File: src/rtl/pipe_pkg.sv
// Shared types and default geometry for the memory-access stage.
package pipe_pkg;

  localparam int DEF_REGI_BITS  = 4;
  localparam int DEF_VECT_BITS  = 2;
  localparam int DEF_MEMO_LINES = 64;
  localparam int DEF_VECT_SIZE  = 8;
  localparam int DEF_ELEM_SIZE  = 8;
  localparam int DATA_W = DEF_ELEM_SIZE * DEF_VECT_SIZE;
  localparam int ADDR_W = $clog2(DEF_MEMO_LINES);

  typedef enum logic {IDLE, ACCESS} mem_state_t;

  typedef struct packed {
    logic [DATA_W-1:0]        data;
    logic [DEF_REGI_BITS-1:0] intDest;
    logic [DEF_VECT_BITS-1:0] vecDest;
    logic                     weInt;
    logic                     weVec;
  } wb_word_t;

endpackage

File: src/rtl/mem_timeout_ctr.sv
// Wait counter for an outstanding memory request; expired_o flags the cycle
// whose increment would reach TIMEOUT_CYC.
module mem_timeout_ctr #(
  parameter int TIMEOUT_CYC = 255
) (
  input  logic clk_i,
  input  logic rst_ni,
  input  logic clear_i,
  input  logic enable_i,
  output logic [$clog2(TIMEOUT_CYC+1)-1:0] count_o,
  output logic expired_o
);

  localparam int CW = $clog2(TIMEOUT_CYC+1);

  always_ff @(posedge clk_i or negedge rst_ni) begin
    if (!rst_ni)       count_o <= '0;
    else if (clear_i)  count_o <= '0;
    else if (enable_i) count_o <= count_o + 1'b1;
  end

  assign expired_o = enable_i && (count_o == CW'(TIMEOUT_CYC - 1));

endmodule

File: src/rtl/mem_access_stage.sv
// EX/MEM consumer: optional single load/store over req/ack with a bounded
// wait, producing a registered writeback word plus jump/end events.
module mem_access_stage
  import pipe_pkg::*;
#(
  parameter int REGI_BITS   = DEF_REGI_BITS,
  parameter int VECT_BITS   = DEF_VECT_BITS,
  parameter int MEMO_LINES  = DEF_MEMO_LINES,
  parameter int VECT_SIZE   = DEF_VECT_SIZE,
  parameter int ELEM_SIZE   = DEF_ELEM_SIZE,
  parameter int TIMEOUT_CYC = 255
) (
  input  logic                            clk_i,
  input  logic                            rst_ni,
  input  logic                            valid_i,
  input  logic [ELEM_SIZE*VECT_SIZE-1:0]  data_i,
  input  logic                            flagMemRead_i,
  input  logic                            flagMemWrite_i,
  input  logic                            flagEnd_i,
  input  logic                            flagNop_i,
  input  logic                            enableJump_i,
  input  logic [9:0]                      jumpAddress_i,
  input  logic [REGI_BITS-1:0]            intRegDest_i,
  input  logic                            writeResultInt_i,
  input  logic [VECT_BITS-1:0]            vecRegDest_i,
  input  logic                            writeResultV_i,
  output logic                            stall_o,
  output logic                            mem_req_o,
  output logic                            mem_we_o,
  output logic [$clog2(MEMO_LINES)-1:0]   mem_addr_o,
  output logic [ELEM_SIZE*VECT_SIZE-1:0]  mem_wdata_o,
  input  logic                            mem_ack_i,
  input  logic [ELEM_SIZE*VECT_SIZE-1:0]  mem_rdata_i,
  output logic                            wb_valid_o,
  output logic [ELEM_SIZE*VECT_SIZE-1:0]  wb_data_o,
  output logic [REGI_BITS-1:0]            wb_int_dest_o,
  output logic [VECT_BITS-1:0]            wb_vec_dest_o,
  output logic                            wb_we_int_o,
  output logic                            wb_we_vec_o,
  output logic                            jump_en_o,
  output logic [9:0]                      jump_addr_o,
  output logic                            halted_o,
  output logic                            err_o
);

  localparam int AW = $clog2(MEMO_LINES);

  mem_state_t state, nextState;

  // Pipe word captured at accept; upstream is free to advance on that edge.
  wb_word_t   hold;
  logic       holdRead, holdJump, holdEnd;
  logic [9:0] holdJumpAddr;

  wb_word_t   retWord;
  logic       retJump, retEnd;
  logic [9:0] retJumpAddr;

  logic accept, isMem, ackHit, toHit, retire, expired, ctrClear, ctrEn;
  logic [$clog2(TIMEOUT_CYC+1)-1:0] waitCount;

  assign accept = (state == IDLE) && valid_i && !flagNop_i && !halted_o;
  assign isMem  = flagMemRead_i || flagMemWrite_i;
  assign ctrEn  = (state == ACCESS) && !mem_ack_i;
  assign ackHit = (state == ACCESS) && mem_ack_i;
  assign toHit  = expired;
  assign retire = (accept && !isMem) || ackHit || toHit;
  assign ctrClear = (state == IDLE) || ackHit || toHit;
  assign stall_o  = (state == ACCESS);

  mem_timeout_ctr #(.TIMEOUT_CYC(TIMEOUT_CYC)) uCtr (
    .clk_i    (clk_i),
    .rst_ni   (rst_ni),
    .clear_i  (ctrClear),
    .enable_i (ctrEn),
    .count_o  (waitCount),
    .expired_o(expired)
  );

  always_ff @(posedge clk_i or negedge rst_ni) begin
    if (!rst_ni) state <= IDLE;
    else         state <= nextState;
  end

  always_comb begin
    nextState = state;
    case (state)
      IDLE:    if (accept && isMem)  nextState = ACCESS;
      ACCESS:  if (ackHit || toHit)  nextState = IDLE;
      default: nextState = IDLE;
    endcase
  end

  always_comb begin
    retWord     = '0;
    retJump     = 1'b0;
    retEnd      = 1'b0;
    retJumpAddr = '0;
    if (state == IDLE) begin
      retWord.data    = data_i;
      retWord.intDest = intRegDest_i;
      retWord.vecDest = vecRegDest_i;
      retWord.weInt   = writeResultInt_i;
      retWord.weVec   = writeResultV_i;
      retJump         = enableJump_i;
      retEnd          = flagEnd_i;
      retJumpAddr     = jumpAddress_i;
    end else begin
      // Stores and timeouts never write a register; timeouts return zero data.
      retWord.intDest = hold.intDest;
      retWord.vecDest = hold.vecDest;
      retJump         = holdJump;
      retEnd          = holdEnd;
      retJumpAddr     = holdJumpAddr;
      if (ackHit) begin
        retWord.data  = holdRead ? mem_rdata_i : hold.data;
        retWord.weInt = holdRead && hold.weInt;
        retWord.weVec = holdRead && hold.weVec;
      end
    end
  end

  always_ff @(posedge clk_i or negedge rst_ni) begin
    if (!rst_ni) begin
      hold         <= '0;
      holdRead     <= 1'b0;
      holdJump     <= 1'b0;
      holdEnd      <= 1'b0;
      holdJumpAddr <= '0;
      mem_req_o    <= 1'b0;
      mem_we_o     <= 1'b0;
      mem_addr_o   <= '0;
      mem_wdata_o  <= '0;
    end else if (accept && isMem) begin
      hold.data    <= data_i;
      hold.intDest <= intRegDest_i;
      hold.vecDest <= vecRegDest_i;
      hold.weInt   <= writeResultInt_i;
      hold.weVec   <= writeResultV_i;
      holdRead     <= !flagMemWrite_i;
      holdJump     <= enableJump_i;
      holdEnd      <= flagEnd_i;
      holdJumpAddr <= jumpAddress_i;
      mem_req_o    <= 1'b1;
      mem_we_o     <= flagMemWrite_i;
      mem_addr_o   <= jumpAddress_i[AW-1:0];
      mem_wdata_o  <= data_i;
    end else if (ackHit || toHit) begin
      mem_req_o    <= 1'b0;
    end
  end

  always_ff @(posedge clk_i or negedge rst_ni) begin
    if (!rst_ni) begin
      wb_valid_o    <= 1'b0;
      wb_data_o     <= '0;
      wb_int_dest_o <= '0;
      wb_vec_dest_o <= '0;
      wb_we_int_o   <= 1'b0;
      wb_we_vec_o   <= 1'b0;
      jump_en_o     <= 1'b0;
      jump_addr_o   <= '0;
      halted_o      <= 1'b0;
      err_o         <= 1'b0;
    end else begin
      wb_valid_o <= retire;
      jump_en_o  <= retire && retJump;
      if (retire) begin
        wb_data_o     <= retWord.data;
        wb_int_dest_o <= retWord.intDest;
        wb_vec_dest_o <= retWord.vecDest;
        wb_we_int_o   <= retWord.weInt;
        wb_we_vec_o   <= retWord.weVec;
        jump_addr_o   <= retJumpAddr;
      end
      if (retire && retEnd) halted_o <= 1'b1;
      if (toHit || (accept && flagMemRead_i && flagMemWrite_i)) err_o <= 1'b1;
    end
  end

endmodule

File: config.mk
export PLATFORM = sky130hd
export DESIGN_NAME = mem_access_stage
export DESIGN_NICKNAME = d
export VERILOG_FILES = /design/src/rtl/pipe_pkg.sv /design/src/rtl/mem_timeout_ctr.sv /design/src/rtl/mem_access_stage.sv
export SDC_FILE = /design/constraint.sdc
export NUM_CORES = 1
export LEC_CHECK = 0
export BUFFER_PORTS_ARGS = -buffer_cell sky130_fd_sc_hd__buf_2
export CORE_MARGIN = 3
export CORE_UTILIZATION = 30
export CTS_CLUSTER_DIAMETER = 100
export DETAILED_ROUTE_END_ITERATION = 8
export PLACE_DENSITY_LB_ADDON = 0.25
export SKIP_LAST_GASP = 1
export SLEW_MARGIN = 10
export SYNTH_ARGS = -nofsm -noshare
export SYNTH_HDL_FRONTEND = slang
export SYNTH_HIERARCHICAL = 1
export SYNTH_SLANG_ARGS = --single-unit
export TNS_END_PERCENT = 20
File: constraint.sdc
create_clock -name clk_i -period 2.55 [get_ports clk_i]
set_clock_uncertainty 0.2 [all_clocks]
set_input_delay 0.51 -clock clk_i [delete_from_list [all_inputs] [get_ports clk_i]]
set_output_delay 0.51 -clock clk_i [all_outputs]
set_load 0.01 [all_outputs]
==> metrics.txt <==
status=finished clean; fmax=413 MHz; wire per inst=between 15 and 20 um; final WL=24100 um; CP max FO=48; Peak VDD IR=0.000443 V; Via-to-Cell Ratio=approximately 4.6; Clock Path Buffers=2; clock share of power=roughly a fifth; async set or reset register ratio after synthesis=100%; clock-pin slew on the worst setup and hold paths=about 0.08 ns; initial antenna violation count=1; startpoint types=register; # Post-CTS Setup Buffers=0; R2R cell count=7; largest net degree at the start of global routing=55; HPWL reported at the end of detailed placement=17100 um; layout overhead on the synthesized area=23.9%; max-slew violations=0; mux cell area share after synthesis=between 20% and 30%; sequential-to-total area share from yosys stat=between 50 and 60%; Syn Std Cell Area=9060 um^2; via count=6241; leakage=5.65 nW; area leader, netlist=dfrtp_1; FF-to-FF Start=uCtr/count_o[0]$_DFFE_PN0P_; DR pass1 iterations=4; flops & latches, synth=182; max cap viols=0; top cell type's share of synthesized area=50.3%; CORE AREA=29200 um^2; Worst Tran Pin Value=1.07 ns; drt initial violations=between 150 and 200; commonest non-fill, non-tap cell in the layout=buf_2; Power per Cell Area=1140 nW/um^2; die height=between 150 and 200 um; Worst Path Buf+Inv=2; vias in the first global route=6742; CP Data Required Time=1.84 ns; RePlAce Congestion=0.797; mean post-synth cell area=about 12 um^2; Main synth FF type=dfrtp_1; Tmin final=2.42 ns; Overall Global Routing Usage=14.9%; clk root buf=clkbuf_16; Fin Setup TNS=0 ns; delay-heaviest family, CP=buffers and inverters; Residual DRC=0; Synth Warn #=6; biggest cell delay along the critical path=0.55 ns; crit share post-route=95.0%; Slowest cell on crit path=buf_4; Starting Density=31.0%; area share of and/or/nand/nor cells after synthesis=2.03%; start point of the critical path=stall_o$_DFF_PN0_; Rel. slew slack=28.9%; Hold Path Class=input pin to register; Die W=180 um; post-route cell area=11200 um^2; Net Count, Synth=887; Worst-Skew Late Latency=0.43 ns; die area=between 30000 and 40000 um^2; commonest cells after routing, fill and taps aside=buf_2 (312), dfrtp_1 (180), mux2_2 (164); GRT overflow=0; # nets final=1124; P_int=8.27 mW; Mapped Cells=730; synth unique cells=30; Fin. Hold Viols=0; share of layout cells above drive strength 1=54.8%; # resized after CTS=0; Final ANT Viol Nets=0; largest family of logic cells by synthesized area=multiplexers; Worst Setup End Kind=primary output; net switching power=4.56 mW; Area after DPL=10600 um^2; post-synthesis xor/xnor area fraction=0.387%; Logic pwr share=39.7%; CP Cell Sequence=buf_4 -> buf_2; # hold bufs at CTS=1; FP Rows=a little over 60; Adder-Cell Fraction of Synth Area=less than 1%; RSZ-0062 raised after global routing=false; Sw Ratio=a little over a third; CTS HTree Levels=4; Fill cells=2902; first-pass GRT wire length=38800 um; Final setup viols=0; Port Buffers=313; number of synthesized flops with an enable pin=0; min-delay src=data_i[15]; I/O Pins=314; clock sinks=around 180; Synth Area in Compound Gates=5.50%; kind of critical path=register to primary output; critical path depth=2; largest cells by area after synthesis=dfrtp_1 (50%), mux2_2 (20%), mux2i_1 (7.3%); Num CTS Buffers=17; register share of total power=between 30% and 40%; TritonCTS clock tree=yes; hold depth=2; CP arrival=1.71 ns
-- path summary, 6_finish.rpt --
| kind | to | slack, ns |
|---|---|---|
| max in group asynchronous | hold[55]$_DFFE_PN0P_ | 1.03 |
| worst max-delay path | stall_o | 0.13 |
| worst min register to register | wb_data_o[16]$_DFFE_PN0P_ | 0.30 |
| worst min-delay path | hold[23]$_DFFE_PN0P_ | 0.11 |
| worst max register to register | wb_data_o[13]$_DFFE_PN0P_ | 0.29 |
| min in group asynchronous | hold[30]$_DFFE_PN0P_ | 0.41 |
-- power groups by stage --
stage / clock network (mW) / logic, mW / registers [mW]
final: 2.62 / 5.09 / 5.12
after global routing: 2.86 / 5.54 / 5.33
after CTS: 2.75 / 5.21 / 5.14
after detailed placement: 0 / 5.20 / 5.18
after global placement: 0 / 5.15 / 5.15
after floorplan: 0 / 3.57 / 5.28
-- layout make-up --
cell class,instances,area (um^2),share of cell area [%]
Tap cell,384,480,4.28
Inverter,69,259,2.31
Antenna cell,1,2.50,0.0223
Sequential cell,182,4560,40.6
Clock buffer,19,453,4.03
Multi-Input combinational cell,363,3480,31.0
Clock inverter,13,131,1.17
Timing Repair Buffer,334,1860,16.6
-- per-layer routing --
metal,global-route usage [%],part of all wire [%]
met2,24.3,47
met5,0,0
met3,5.38,7.3
met4,2.82,0.81
met1,19.4,45
-- Yosys cell counts, types with 2 or more instances --
| cell type | number |
|---|---|
| o22ai_1 | 64 |
| buf_2 | 12 |
| mux2i_1 | 66 |
| inv_1 | 69 |
| nor2_1 | 8 |
| ha_1 | 2 |
| a21oi_1 | 3 |
| buf_4 | 76 |
| clkbuf_1 | 20 |
| dfrtp_1 | 182 |
| nand4_1 | 5 |
| nand2_1 | 6 |
| mux2_2 | 164 |
| o21ai_0 | 7 |
| mux2_1 | 18 |
| nor2b_1 | 2 |
| buf_6 | 8 |
| xor2_1 | 3 |
| or3_1 | 3 |
| nand3_1 | 2 |
-- cell families (layout without fill, tap and decap cells) --
kind of cell,count (synthesis),after routing
adders and majority gates,2,2
muxes,248,248
and+or+nand+nor,30,30
AOI/OAI and AO/OA,79,79
DFF,182,182
other,0,1
xor gates and xnor gates,4,4
buffers and inverters,185,435
-- stage by stage --
stage | util, % | setup slack, ns | std cells | hold slack (ns) | total power [mW]
after floorplan | - | 0.278 | 730 | 0.0144 | 8.85
after global placement | 36.3 | 0.236 | 1331 | 0.284 | 10.3
after detailed placement | 36.3 | 0.220 | 1331 | 0.278 | 10.4
after CTS | 38.4 | 0.0486 | 1364 | 0.0805 | 13.1
after global routing | 38.4 | 0.0168 | 1364 | 0.0848 | 13.7
final | 38.4 | 0.129 | 1365 | 0.110 | 12.8
-- registers in the layout (all words and copies together) (netlist names), 2 cells and up --
signal         count
hold              72
wb_data_o         64
jump_addr_o       10
uCtr/count_o       8
holdJumpAddr       5
mem_addr_o         5
wb_int_dest_o      4
wb_vec_dest_o      2
Power figures use the tool's default switching activity.
